File: src/rtl/delay_line_pkg.sv
// Shared types and helpers for the variable-length delay line.
package delay_line_pkg;

    // Two-state controller: normal tapping, or masking outputs while a new
    // tap position fills with samples that really are D ce-cycles old.
    typedef enum logic [0:0] {
        ST_RUN    = 1'b0,
        ST_SETTLE = 1'b1
    } state_e;

    // Map a requested delay onto the legal range 1..max_depth.
    // A request of 0 is treated as the shortest delay (one stage).
    function automatic int unsigned clamp_delay(
        input int unsigned req,
        input int unsigned max_depth
    );
        int unsigned res;
        if (req == 32'd0) begin
            res = 32'd1;
        end else if (req > max_depth) begin
            res = max_depth;
        end else begin
            res = req;
        end
        return res;
    endfunction

endpackage

File: src/rtl/var_delay_line.sv
// Variable-length delay line with a run/settle controller.
// Samples ({valid, data}) shift through MAX_DEPTH stages on every ce cycle;
// the output taps stage[D-1]. When D changes, outputs are masked for D ce
// cycles so that nothing from the old tap alignment leaks out.
module var_delay_line
    import delay_line_pkg::*;
#(
    parameter int WIDTH         = 8,
    parameter int MAX_DEPTH     = 16,
    parameter int DEFAULT_DELAY = 1,
    localparam int DW           = $clog2(MAX_DEPTH + 1)
) (
    input  logic             clk_in,
    input  logic             rst_in,
    input  logic             ce_in,
    input  logic             flush_in,
    input  logic [DW-1:0]    delay_in,
    input  logic [WIDTH-1:0] data_in,
    input  logic             valid_in,
    output logic [WIDTH-1:0] data_out,
    output logic             valid_out,
    output logic             settling_out,
    output logic [DW-1:0]    delay_out
);

    // Reject parameter sets the datapath cannot represent.
    if (MAX_DEPTH < 2) begin : g_bad_depth
        $error("var_delay_line: MAX_DEPTH must be at least 2");
    end
    if ((DEFAULT_DELAY < 1) || (DEFAULT_DELAY > MAX_DEPTH)) begin : g_bad_default
        $error("var_delay_line: DEFAULT_DELAY must lie in 1..MAX_DEPTH");
    end

    localparam int SW = WIDTH + 1;  // one stage: {valid, data}

    logic [MAX_DEPTH-1:0][SW-1:0] r_stage;
    state_e                       r_state;
    logic [DW-1:0]                r_delay;
    logic [DW-1:0]                r_settle_cnt;

    logic [DW-1:0]                w_delay_clamped;
    logic                         w_delay_change;
    logic [DW-1:0]                w_tap_idx;
    logic [SW-1:0]                w_tap;

    assign w_delay_clamped = DW'(clamp_delay(32'(delay_in), 32'(MAX_DEPTH)));
    assign w_delay_change  = (w_delay_clamped != r_delay);
    // r_delay is never 0, so the subtraction cannot wrap.
    assign w_tap_idx       = r_delay - DW'(1);

    // Stage shift register: flush beats ce, ce=0 holds everything.
    always_ff @(posedge clk_in) begin
        if (!rst_in) begin
            r_stage <= {(MAX_DEPTH * SW){1'b0}};
        end else if (flush_in) begin
            r_stage <= {(MAX_DEPTH * SW){1'b0}};
        end else if (ce_in) begin
            r_stage <= {r_stage[MAX_DEPTH-2:0], {valid_in, data_in}};
        end else begin
            r_stage <= r_stage;
        end
    end

    // Run/settle controller: a delay change is taken immediately (even with
    // ce low); the settle count only advances on ce cycles.
    always_ff @(posedge clk_in) begin
        if (!rst_in) begin
            r_state      <= ST_RUN;
            r_delay      <= DW'(DEFAULT_DELAY);
            r_settle_cnt <= {DW{1'b0}};
        end else begin
            case (r_state)
                ST_RUN: begin
                    if (w_delay_change) begin
                        r_state      <= ST_SETTLE;
                        r_delay      <= w_delay_clamped;
                        r_settle_cnt <= w_delay_clamped;
                    end else begin
                        r_state      <= ST_RUN;
                        r_delay      <= r_delay;
                        r_settle_cnt <= r_settle_cnt;
                    end
                end
                ST_SETTLE: begin
                    if (w_delay_change) begin
                        r_state      <= ST_SETTLE;
                        r_delay      <= w_delay_clamped;
                        r_settle_cnt <= w_delay_clamped;
                    end else if (ce_in) begin
                        r_delay      <= r_delay;
                        r_settle_cnt <= r_settle_cnt - DW'(1);
                        if (r_settle_cnt == DW'(1)) begin
                            r_state <= ST_RUN;
                        end else begin
                            r_state <= ST_SETTLE;
                        end
                    end else begin
                        r_state      <= ST_SETTLE;
                        r_delay      <= r_delay;
                        r_settle_cnt <= r_settle_cnt;
                    end
                end
                default: begin
                    r_state      <= ST_RUN;
                    r_delay      <= r_delay;
                    r_settle_cnt <= {DW{1'b0}};
                end
            endcase
        end
    end

    // Tap select: one-hot AND/OR mux over the stages, avoids an index wider
    // than the stage array.
    always_comb begin
        w_tap = {SW{1'b0}};
        for (int k = 0; k < MAX_DEPTH; k++) begin
            w_tap = w_tap | (r_stage[k] & {SW{(w_tap_idx == DW'(k))}});
        end
    end

    // Output mask: nothing leaves the line while the new tap is filling.
    always_comb begin
        if (r_state == ST_SETTLE) begin
            data_out  = {WIDTH{1'b0}};
            valid_out = 1'b0;
        end else begin
            data_out  = w_tap[WIDTH-1:0];
            valid_out = w_tap[WIDTH];
        end
    end

    assign settling_out = (r_state == ST_SETTLE);
    assign delay_out    = r_delay;

endmodule

File: config.mk
export PLATFORM = sky130hd
export DESIGN_NAME = var_delay_line
export DESIGN_NICKNAME = d
export VERILOG_FILES = /design/src/rtl/delay_line_pkg.sv /design/src/rtl/var_delay_line.sv
export SDC_FILE = /design/constraint.sdc
export NUM_CORES = 1
export LEC_CHECK = 0
export CAP_MARGIN = 30
export CORE_ASPECT_RATIO = 2
export CORE_UTILIZATION = 40
export CTS_CLUSTER_SIZE = 40
export DETAILED_ROUTE_END_ITERATION = 6
export PLACE_DENSITY = 0.54
export SETUP_SLACK_MARGIN = 0.1
export SKIP_LAST_GASP = 1
export SYNTH_ARGS = -nofsm -noshare
export SYNTH_HDL_FRONTEND = slang
export SYNTH_SLANG_ARGS = --single-unit
File: constraint.sdc
create_clock -name clk_in -period 1.9 [get_ports clk_in]
set_input_delay 0.285 -clock clk_in [delete_from_list [all_inputs] [get_ports clk_in]]
set_output_delay 0.285 -clock clk_in [all_outputs]
set_load 0.05 [all_outputs]
# Word level (Yosys, flattened, before mapping)

Index checks and enable logic that the tools add are counted.

Input port bits: 18
Word-level logic and storage cells: 91
Register bits after elaboration: 155
Output and inout bits: 15

$add $sub $neg: 2
Multiplexer cells: 13
Bitwise logic cells: 33
Reduce and logical (&&, ||, !) cells: 4
Equality and inequality tests: 19
Magnitude comparators: 1

Operators by type and width:

| kind                  | number |
|---|---|
| $and A9 B9 Y9         | 16 |
| $or A9 B9 Y9          | 15 |
| $eq A5 B4 Y1 const B  | 8 |
| $mux W5               | 5 |
| $eq A5 B3 Y1 const B  | 4 |
| $eq A5 B1 Y1 const B  | 2 |
| $eq A5 B2 Y1 const B  | 2 |
| $logic_not A5 Y1      | 2 |
| $pmux W5 S2           | 1 |
| $sub A5 B1 Y5 const B | 2 |
| $mux W8               | 1 |
| $gt A5 B5 Y1 const B  | 1 |
| $mux W1               | 5 |
| $ne A5 B5 Y1          | 1 |
| $ne A3 B2 Y1 const B  | 1 |
| $ne A2 B2 Y1 const B  | 1 |
| $not A1 Y1            | 2 |
| $pmux W1 S2           | 1 |
| $reduce_and A2 Y1     | 1 |
| $reduce_or A2 Y1      | 1 |

# Longest topological paths before layout

Gate-level depths: netlist of run 1.

Word-level depth: 19
Depth in mapped cells: 8
Gate-level depth less buffers: 7

# Least setup slack after synthesis of run 1

OpenSTA, ideal clock, no wires.

Kind: reg2out
From: register r_delay[0], in the netlist delay_out[0]
To: output port data_out[6]
Path slack: -0.897 ns
Data required time: 1.615 ns
Cell stages (with the launch flop): 8
Data arrival time: 2.512 ns
Buffers on the path: 2
Cells stage by stage: dfxtp_1 -> buf_6 -> nor3b_4 -> and2_1 -> buf_4 -> a22o_1 -> a221oi_1 -> a41oi_1

Cells in the longest elaborated chain, start to end: 19
Elaborated cells between the ends (all ways): 49
Classes of those cells: 1 x add/sub; 15 x eq/ne; 1 x mux; 31 x bitwise; 1 x reduce/logical

RTL lines:

| element                                          | RTL line              | source |
|---|---|---|
| start: declaration                               | var_delay_line.sv:38  | `logic [DW-1:0] r_delay;` |
| start signal: assignment                         | var_delay_line.sv:69  | `r_delay <= DW'(DEFAULT_DELAY);` |
| start signal: assignment                         | var_delay_line.sv:76  | `r_delay <= w_delay_clamped;` |
| start signal: assignment                         | var_delay_line.sv:80  | `r_delay <= r_delay;` |
| $sub A5 B1 Y5 *                                  | var_delay_line.sv:49  | `assign w_tap_idx = r_delay - DW'(1);` |
| $eq A5 B1 Y1 or $logic_not A5 Y1 (tied branches) | var_delay_line.sv:117 | `w_tap = w_tap \| (r_stage[k] & {SW{(w_tap_idx == DW'(k))}});` |
| $and A9 B9 Y9                                    | var_delay_line.sv:117 |  |
| $or A9 B9 Y9 (14 in series)                      | var_delay_line.sv:117 |  |
| $or A9 B9 Y9 *                                   | var_delay_line.sv:117 |  |
| $mux W8 *                                        | var_delay_line.sv:123 | `if (r_state == ST_SETTLE) begin` |
| end: declaration                                 | var_delay_line.sv:20  | `output logic [WIDTH-1:0] data_out,` |

Every way passes the cells marked *; elsewhere a longest branch is shown, timed or not.

# Final worst setup path of run 1

From: register r_delay[4], in the netlist delay_out[4]
To: output port data_out[5]

The elaborated chain is that of the path after synthesis.

==> results of run 1 <==
worst max-delay path: cells and delay by family, from the launching register on:
kind / cells / cell delay [ps]
AO/OA/AOI/OAI: 2 / 490
buffers and inverters: 2 / 360
flip-flops: 1 / 400
AND/OR/NAND/NOR: 2 / 500
registers in the layout (all words and copies together) (netlist names):
name          cells
delay_out         5
settling_out      1
r_stage         144
r_settle_cnt      5
timing repair:
| item | in CTS | in global routing |
|---|---|---|
| pin swaps | 16 | 14 |
| gates resized for setup | 26 | 11 |
| endpoints found under the setup margin | 9 | 9 |
| cloned | 0 | 0 |
| setup buffers | 1 | 3 |
area by class of cell:
class / instances / area, µm² / area share (%)
flip-flops and latches: 155 / 3120 / 35.2
multi-input cells: 475 / 3740 / 42.1
clock inverters: 6 / 82.6 / 0.931
clock buffers: 24 / 523 / 5.90
repair buffers: 111 / 1120 / 12.7
well taps: 207 / 259 / 2.92
inverters: 6 / 22.5 / 0.254
report_power, final:
part | internal [mW] | total [mW] | switching, mW
Sequential | 3.27 | 3.30 | 0.0306
Combinational | 0.274 | 0.605 | 0.331
Clock | 2.17 | 3.49 | 1.32
cells by family after synthesis:
family / Yosys count
AO/OA/AOI/OAI: 81
XOR/XNOR: 7
adder cells (fa/ha/maj): 2
buffers and inverters: 64
flip-flops: 155
multiplexers: 157
AND/OR/NAND/NOR: 228
synth_stat cells, drive strengths merged (3+ instances only):
cell type / n
buf: 43
and4: 3
nor2: 153
nor3b: 4
a22o: 5
dfxtp: 155
a221oi: 11
nand4: 3
a22oi: 11
and3: 4
a41oi: 5
a21oi: 5
inv: 6
clkbuf: 15
mux2i: 153
a32o: 13
and2: 13
nor3: 6
nor2b: 5
a32oi: 11
nand2: 13
nand3: 15
xnor2: 6
a31oi: 6
mux2: 4
cell usage in the layout, fill, tap and decap left out, types with 11 or more instances in the layout:
cell type,synthesis,final
mux2i_1,153,153
nor2_1,152,152
dfxtp_1,155,150
buf_4,5,71
clkbuf_16,0,18
buf_12,0,18
clkdlybuf4s50_1,0,16
nand3_1,15,15
nand2_1,13,13
and2_4,1,11
a32o_1,13,11
worst paths after layout:
kind                start              end  depth (start not counted)
max          delay_out[4]      data_out[5]                          6
min                 ce_in     r_stage[143]                          3
max reg2reg  delay_out[1]  r_settle_cnt[2]                          7
min reg2reg  r_stage[136]     r_stage[136]                          2
layer usage:
| layer | vias to the layer above | wire [µm] |
|---|---|---|
| met5 | - | 0 |
| met4 | 0 | 632 |
| met3 | 38 | 526 |
| met2 | 116 | 10500 |
| met1 | 2610 | 7940 |
| li1 | 2605 | - |
==> results.md, run 1 <==
* Status: finished with violations
* Failing checks: setup timing
* CP cell instances: and3b_2 -> and2_4 -> a222oi_1 -> buf_4 -> a31oi_4 -> buf_12
* Largest stage delay, worst path at around 400 ps
* WL per Instance at roughly 20 µm
* Clk buf depth at 2
* Total Power at 7.39 mW
* CP arrival at between 2000 and 2500 ps
* Core footprint at roughly 17,000 µm²
* Die H at approximately 190 µm
* Max VDD drop at 0.000480 V
* Fin util at roughly 53%
* Min-Delay Path Class: input pin to flip-flop
* GP Congestion at ~0.9
* TritonCTS buffer count at 17
* Post-synth EDFFs at 0
* Post-synthesis xor/xnor area fraction at 0.898%
* Remaining global-route overflow at 0
* Mapped Cells at between 600 and 700
* Critical Path End Type: output pin
* HPWL Detailed at ~14,000 µm
* GRT busiest layer: met2
* Largest area contributor in the netlist: dfxtp_1
* Tcrit/Tclk final at 131%
* Clock latency at the later pin of the worst-skew pair at 430 ps
* Num ports at 33
* Setup tns final at -4780 ps
* GRT Total Usage at between 20% and 30%
* YS warnings at 0
* Site Rows at between 60 and 70
* H-tree lvl count at 4
* Place WS at -344 ps
* Fmax achieved at ~0.4 GHz
* Synth-to-Final Area Change at 30.0%
* RSZ-0062 raised after global routing: yes
* TritonCTS clock tree: built
* Lkg Pwr at 3.56 nW
* Starting Density at approximately two fifths
* Power Density at 833 nW/µm²
* Vias per cell at around 5.5
* Period minus WS final at roughly 2500 ps
* Nets at 786
* Die Wd at 94.4 µm
* Final Max Tran Viols at 0
* Routed WL at approximately 20,000 µm
* Async SR Flop Fraction at 0%
* Setup violations, final at 9
* Avg Cell Area, Syn at slightly below 10 µm²
* Hold slack at approximately 270 ps
* Clock skew at a little under 10 ps
* Endpoints failing hold at 0
* Fraction of layout instances using a drive strength above 1 at between 20% and 30%
* Layout filler cell count at approximately 1,500
* Sequential element share of the synthesized area at ~45%
* Critical path data required time at between 1500 and 2000 ps
* Netlist cell types at 54
* Global-route wire length before repair at approximately 31,000 µm
* Combinational family with the most area after synthesis: multiplexers
* Worst relative slew slack at 66.3%
* Post-synth net total at about 700
* Met2 GRT Util at a little over two fifths
* Dpl cell area at about 8100 µm²
* Slew @ Worst Pin at a little over 500 ps
* Antenna violations before repair at 0
* Finished Layout Cells at ~980
* Drt pass-1 iters at 4
* # DRC at 0
* Mux contribution to synthesized area at 23.1%
* Initial DRC Count at approximately 230
* CTS root buf: clkbuf_16
* Compound-cell area share of the yosys netlist at ~10%
* Largest cells by area after synthesis: dfxtp_1 45%, mux2i_1 22%, nor2_1 8.4%
* Clock transition at path regs at 60 ps
* Simple-gate share of the synthesized area at roughly 15%
* GRT met3 Usage at 3.95%
* Die area at ~18,000 µm²
* Design area at between 8000 and 9000 µm²
* Synthesized flop and latch total at roughly 160
* Cell area after synthesis at ~6800 µm²
* Post-synth top area share at roughly 45%
* Largest net degree at the start of global routing at roughly 70
* Setup Crit Path Kind: flip-flop to output pin
* Met1 usage at 26.6%
* Diodes inserted at 0
* Clock Sink Count at approximately 160
* # hold bufs at CTS at 0
* Vias in the first global route at between 5,000 and 6,000
* Vias at 5,369
* Max Cap Violations at 0
* Synth Area in Adders at less than 1%
* Detail Route Antenna Nets at 0
* CP max-delay cell: dfxtp_4
* Register-to-Register Setup Slack at about 210 ps
* CP Max Fanout at 8
* Number of port buffers at 32
* Critical path launch point type: flip-flop
* # placed instances at between 900 and 1,000
* Main synth FF type: dfxtp_1
* Worst Slack Setup Final at -580 ps
(Power assumes the default switching activity.)
==> inputs of run 2 (changes only) <==
--- a/config.mk
+++ b/config.mk
@@ -7,10 +7,10 @@
 export LEC_CHECK = 0
 export CAP_MARGIN = 30
 export CORE_ASPECT_RATIO = 2
-export CORE_UTILIZATION = 40
+export CORE_UTILIZATION = 60
 export CTS_CLUSTER_SIZE = 40
 export DETAILED_ROUTE_END_ITERATION = 6
-export PLACE_DENSITY = 0.54
+export PLACE_DENSITY = 0.76
 export SETUP_SLACK_MARGIN = 0.1
 export SKIP_LAST_GASP = 1
 export SYNTH_ARGS = -nofsm -noshare
==> run 2 against run 1 <==
  * The run still ends with setup timing left
  * Clock skew fell by 2.1 ps
  * First-iteration DRC count is 97% higher
  * Global-route usage grew 9.5 points
  * Clock power hardly changed
  * Largest cell class unchanged
==> results.md, run 2 (synthesized netlist as in run 1, its figures left out) <==
* Status: finished with violations
* Failing checks: setup timing
* Worst relative slew slack at 69.9% (+3.6 points)
* Num ports at 33 (unchanged)
* Die area at 11,800 µm² (-33%)
* Critical Path End Type: output pin
* Clk buf depth at 2 (unchanged)
* Fmax achieved at 0.406 GHz (+0.77%)
* GRT Total Usage at 33.0% (+9.5 points)
* Total Power at 7.38 mW (-0.12%)
* Setup violations, final at 9 (unchanged)
* Dpl cell area at 7940 µm² (-1.7%)
* CP Max Fanout at 7 (-1)
* Starting Density at 62.0% (+21 points)
* Detail Route Antenna Nets at 0 (unchanged)
* Clock skew at 7.73 ps (-2.07 ps)
* Largest stage delay, worst path at 370 ps (-30 ps)
* Clock Sink Count at 155 (unchanged)
* FF/Latch Area at 3120 µm² (unchanged)
* Setup tns final at -4710 ps (+69.8 ps)
* Final Max Tran Viols at 0 (unchanged)
* Die H at 153 µm (-18%)
* H-tree lvl count at 4 (unchanged)
* Routed WL at 18,800 µm (-4.4%)
* Hold slack at 310 ps (+41.0 ps)
* # hold bufs at CTS at 0 (unchanged)
* HPWL Detailed at 12,800 µm (-10%)
* Remaining global-route overflow at 0 (unchanged)
* Max VDD drop at 0.000732 V (+52%)
* Multi-input gate area at 3750 µm² (+0.23%)
* Site Rows at 54 (-19%)
* Largest register FFs at 144 (unchanged)
* Most flops, register: r_stage
* Initial DRC Count at 448 (+97%)
* Crit path buf inv count at 4 (+2)
* Largest net degree at the start of global routing at 65 (-9.7%)
* Worst Slack Setup Final at -561 ps (+19.0 ps)
* # DRC at 0 (unchanged)
* CTS root buf: clkbuf_16
* Commonest cells after routing, fill and taps aside: 153 x mux2i_1, 152 x nor2_1, 150 x dfxtp_1
* Layout filler cell count at 653 (-56%)
* Commonest non-fill, non-tap cell in the layout: mux2i_1
* Min-Delay Path Class: input pin to flip-flop
* Finished Layout Cells at 913 (-7.2%)
* Vias in the first global route at 5,798 (+3.5%)
* GP Congestion at 0.897 (+1.8%)
* Vias at 5,661 (+5.4%)
* TritonCTS clock tree: built
* Antenna violations before repair at 0 (unchanged)
* Synth-to-Final Area Change at 28.3%
* Clock transition at path regs at 60 ps (about the same)
* # placed instances at 879 (-7.5%)
* CP most frequent cell: buf_12
* WL per Instance at 20.6 µm (+3.0%)
* Lkg Pwr at 3.52 nW (-1.2%)
* CP max-delay cell: dfxtp_4
* Critical path data required time at 1620 ps (about the same)
* Top Family by Delay on Critical Path: buffers and inverters
* Setup Crit Path Kind: flip-flop to output pin
* Die Wd at 77.4 µm (-18%)
* TritonCTS buffer count at 17 (unchanged)
* Endpoints failing hold at 0 (unchanged)
* Max Cap Violations at 0 (unchanged)
* Global-route wire length before repair at 29,900 µm (-3.5%)
* Tcrit/Tclk final at 130% (-1.0 points)
* Design area at 8760 µm² (-1.3%)
* Number of port buffers at 32 (unchanged)
* Drt pass-1 iters at 7 (+3)
* Clock latency at the later pin of the worst-skew pair at 420 ps (about the same)
* Period minus WS final at 2460 ps (-19.0 ps)
* Fraction of layout instances using a drive strength above 1 at 23.4% (-0.52 points)
* Diodes inserted at 0 (unchanged)
* Nets at 781 (-0.64%)
* CP cell instances: buf_6 -> nor3b_4 -> and2_4 -> buf_12 -> a222oi_1 -> buf_4 -> a31oi_4 -> buf_12
* CP arrival at 2180 ps (about the same)
* Power Density at 843 nW/µm² (+1.2%)
* Core footprint at 11,000 µm² (-34%)
* Vias per cell at 6.20 (+14%)
* Slew @ Worst Pin at 452 ps (-53.5 ps)
* RSZ-0062 raised after global routing: yes
* Critical path launch point type: flip-flop
==> run 2: per-stage QoR <==
stage / setup slack, ps / utilization, %
finish: -561 / 79.5
global route: -603 / 79.5
detailed placement: -149 / 72.1
floorplan: -214 / -
global placement: -150 / 72.1
CTS: -527 / 78.7
==> run 2: worst paths after layout <==
check                           slack [ps]  depth (start not counted)          from         endpoint
worst min-delay path                   310                          5         ce_in  r_settle_cnt[0]
worst max register to register         240                          7  delay_out[1]  r_settle_cnt[2]
worst max-delay path                  -560                          8  delay_out[3]      data_out[0]
worst min register to register         510                          2  r_stage[135]     r_stage[135]
==> run 2: what timing repair did <==
action                     CTS  global route
pin swaps                   16            11
cloned                       0             0
setup buffers                2             2
gates resized for setup     26            15
setup endpoints to repair    9             9
==> run 2: layer usage <==
layer	wire length [µm]	share of wire [%]	track usage (%)
met3	985	5.2	6.63
met4	927	4.9	18.1
met2	9890	53	59.7
met5	0	0	0
met1	6960	37	35.0
==> run 2: cell type report <==
class / count / area share [%]
multi-input cells: 475 / 42.8
well taps: 140 / 2.00
inverters: 6 / 0.257
clock buffers: 19 / 5.06
flip-flops and latches: 155 / 35.7
clock inverters: 12 / 1.83
repair buffers: 106 / 12.4
==> run 2: worst min-delay path: stages <==
cell and delay, ps:
buf_6 120, nand2_1 90, xnor2_1 70, nand2_1 60, mux2i_1 60
==> run 2: report_power, final <==
part | switching, mW | internal [mW] | total (mW) | leakage (nW)
clock | 1.36 | 2.11 | 3.47 | 0.291
combinational | 0.336 | 0.274 | 0.610 | 1.97
sequential | 0.0306 | 3.27 | 3.30 | 1.25
total | 1.73 | 5.65 | 7.38 | 3.52
==> inputs of run 3 (changes only) <==
--- a/config.mk
+++ b/config.mk
@@ -10,6 +10,7 @@
 export CORE_UTILIZATION = 60
 export CTS_CLUSTER_SIZE = 40
 export DETAILED_ROUTE_END_ITERATION = 6
+export MAX_ROUTING_LAYER = met4
 export PLACE_DENSITY = 0.76
 export SETUP_SLACK_MARGIN = 0.1
 export SKIP_LAST_GASP = 1
==> run 3 against run 2 <==
  * The run ends with DRC, setup timing left
  * Clock skew increased by 4.5 ps
  * Via count increased by 1.0%
  * Die area unchanged
  * Register-to-register slack got worse by 30 ps
  * Non-clock buffer count increased by 4
  * Count of clock-buffer cells in the layout increased by 1
  * Utilization increased by 0.23 points
  * Largest cell class unchanged
  * Largest power group unchanged
==> results.md, run 3 (synthesized netlist as in run 1, its figures left out) <==
* Status: finished with violations
* Failing checks: DRC, setup timing
* Switching share of power at 23.5% (+0.067 points)
* CP most frequent cell: buf_4
* Hold slack at 247 ps (-62.7 ps)
* Worst Slack Setup Final at -553 ps (+7.55 ps)
* Period minus WS final at 2450 ps (-7.55 ps)
* Nets at 785 (+0.51%)
* Fmax achieved at 0.408 GHz (+0.31%)
* CTS root buf: clkbuf_16
* Clock Sink Count at 155 (unchanged)
* Initial DRC Count at 545 (+22%)
* Commonest non-fill, non-tap cell in the layout: mux2i_1
* Site Rows at 54 (unchanged)
* Largest register FFs at 144 (unchanged)
* Critical Path End Type: output pin
* Largest stage delay, worst path at 370 ps (about the same)
* Clock power frac at 47.2% (about the same)
* Worst relative slew slack at 62.0% (-7.9 points)
* Global-route wire length before repair at 30,100 µm (+0.48%)
* WL per Instance at 20.6 µm (+0.42%)
* Sequential power share at 44.6% (about the same)
* TritonCTS buffer count at 17 (unchanged)
* Final Max Tran Viols at 0 (unchanged)
* Number of port buffers at 32 (unchanged)
* Most flops, register: r_stage
* # hold bufs at CTS at 0 (unchanged)
* Power Density at 842 nW/µm² (-0.13%)
* Remaining global-route overflow at 0 (unchanged)
* Endpoints failing hold at 0 (unchanged)
* Max Cap Violations at 0 (unchanged)
* Switch Pwr at 1.74 mW (+0.45%)
* Commonest cells after routing, fill and taps aside: 153 x mux2i_1, 152 x nor2_1, 150 x dfxtp_1
* Clock skew at 12.2 ps (+4.51 ps)
* P_int at 5.66 mW (about the same)
* Routed WL at 18,900 µm (+0.97%)
* Setup violations, final at 9 (unchanged)
* Min-Delay Path Class: input pin to flip-flop
* Drt pass-1 iters at 7 (unchanged)
* TritonCTS clock tree: built
* Antenna violations before repair at 0 (unchanged)
* CP cell instances: buf_6 -> nor3b_4 -> buf_4 -> a32o_1 -> a221oi_2 -> buf_4 -> a31oi_4 -> buf_12
* HPWL Detailed at 12,800 µm (-0.51%)
* Combinational share of power at 8.2% (about the same)
* Clk buf depth at 2 (unchanged)
* Vias at 5,718 (+1.0%)
* Num ports at 33 (unchanged)
* Core footprint at 11,000 µm² (unchanged)
* Design area at 8780 µm² (+0.29%)
* Fraction of layout instances using a drive strength above 1 at 23.5% (+0.11 points)
* CP max-delay cell: dfxtp_4
* # DRC at 1 (+1)
* Max VDD drop at 0.000705 V (-3.7%)
* GP Congestion at 0.890 (-0.80%)
* CP Max Fanout at 6 (-1)
* Clock transition at path regs at 60 ps (about the same)
* Clock latency at the later pin of the worst-skew pair at 430 ps (about the same)
* Starting Density at 62.0% (unchanged)
* Dpl cell area at 7970 µm² (+0.28%)
* H-tree lvl count at 4 (unchanged)
* Slew @ Worst Pin at 571 ps (+119 ps)
* Critical path data required time at 1620 ps (about the same)
* Vias per cell at 6.23 (+0.46%)
* CP arrival at 2170 ps (about the same)
* Detail Route Antenna Nets at 0 (unchanged)
* Die Wd at 77.4 µm (unchanged)
* Largest net degree at the start of global routing at 81 (+25%)
* Lkg Pwr at 3.53 nW (+0.25%)
* Synth-to-Final Area Change at 28.7%
* Diodes inserted at 0 (unchanged)
* RSZ-0062 raised after global routing: yes
* Setup Crit Path Kind: flip-flop to output pin
* Fin util at 79.7% (+0.23 points)
* Critical path launch point type: flip-flop
* Tcrit/Tclk final at 129% (-0.40 points)
* Die H at 153 µm (unchanged)
* GRT Total Usage at 33.9% (+0.88 points)
* Vias in the first global route at 5,799 (+0.017%)
* Die area at 11,800 µm² (unchanged)
run 3: cell count changes in the layout (fill, tap and decap cells not counted), moves of 2 or more:
cell,delta
a32o_1,-2
clkinv_4,+2
and2_4,-2
a32o_2,+2
buf_4,+4
run 3: per-stage QoR:
step | power (mW) | std cells | TNS [ps] | setup slack [ps]
finish | 7.39 | 918 | -4790 | -553
global route | 7.59 | 918 | -5330 | -624
CTS | 7.39 | 915 | -4700 | -543
detailed placement | 3.94 | 882 | -1190 | -126
global placement | 3.93 | 882 | -793 | -132
floorplan | 3.73 | 694 | -1520 | -214
run 3: final cells by class:
class                      count  area (µm²)
clock buffer                  20         447
fill                         671        2230
multi-input combinational    475        3740
clock inverter                12         163
timing repair buffer         110        1110
tap                          140         175
sequential                   155        3120
inverter                       6        22.5
run 3: final timing paths:
check                             startpoint  cells after the start  slack, ps         endpoint
worst max register to register  delay_out[1]                      7        210  r_settle_cnt[2]
worst max-delay path            delay_out[3]                      8       -550      data_out[1]
worst min-delay path                   ce_in                      3        250      r_stage[65]
worst min register to register  r_stage[138]                      2        520     r_stage[138]
run 3: power groups by stage:
stage               Sequential [mW]  Combinational (mW)  Clock (mW)
floorplan                      3.38               0.349           0
global route                   3.30               0.630        3.66
detailed placement             3.37               0.575           0
global placement               3.37               0.566           0
CTS                            3.30               0.584        3.51
finish                         3.30               0.604        3.49
run 3: worst max-delay path, delay by kind of cell, from the launching register on:
| kind | cells | cell delay (ps) |
|---|---|---|
| and+or+nand+nor | 1 | 280 |
| buffers and inverters | 4 | 620 |
| AOI/OAI and AO/OA | 3 | 480 |
| DFF | 1 | 370 |
run 3: routing by layer:
layer  global-route usage, %  vias up  routed length [µm]
li1                        -     2616                   -
met1                    35.8     2740                6930
met2                    57.9      265                9940
met3                    5.13       97                1070
met4                    21.6        0                1000
met5                       -        -                   0
run 3: timing repair:
item	CTS	global route
endpoints found under the setup margin	9	10
pin swaps	9	13
resized for setup	19	20
setup buffers	1	3
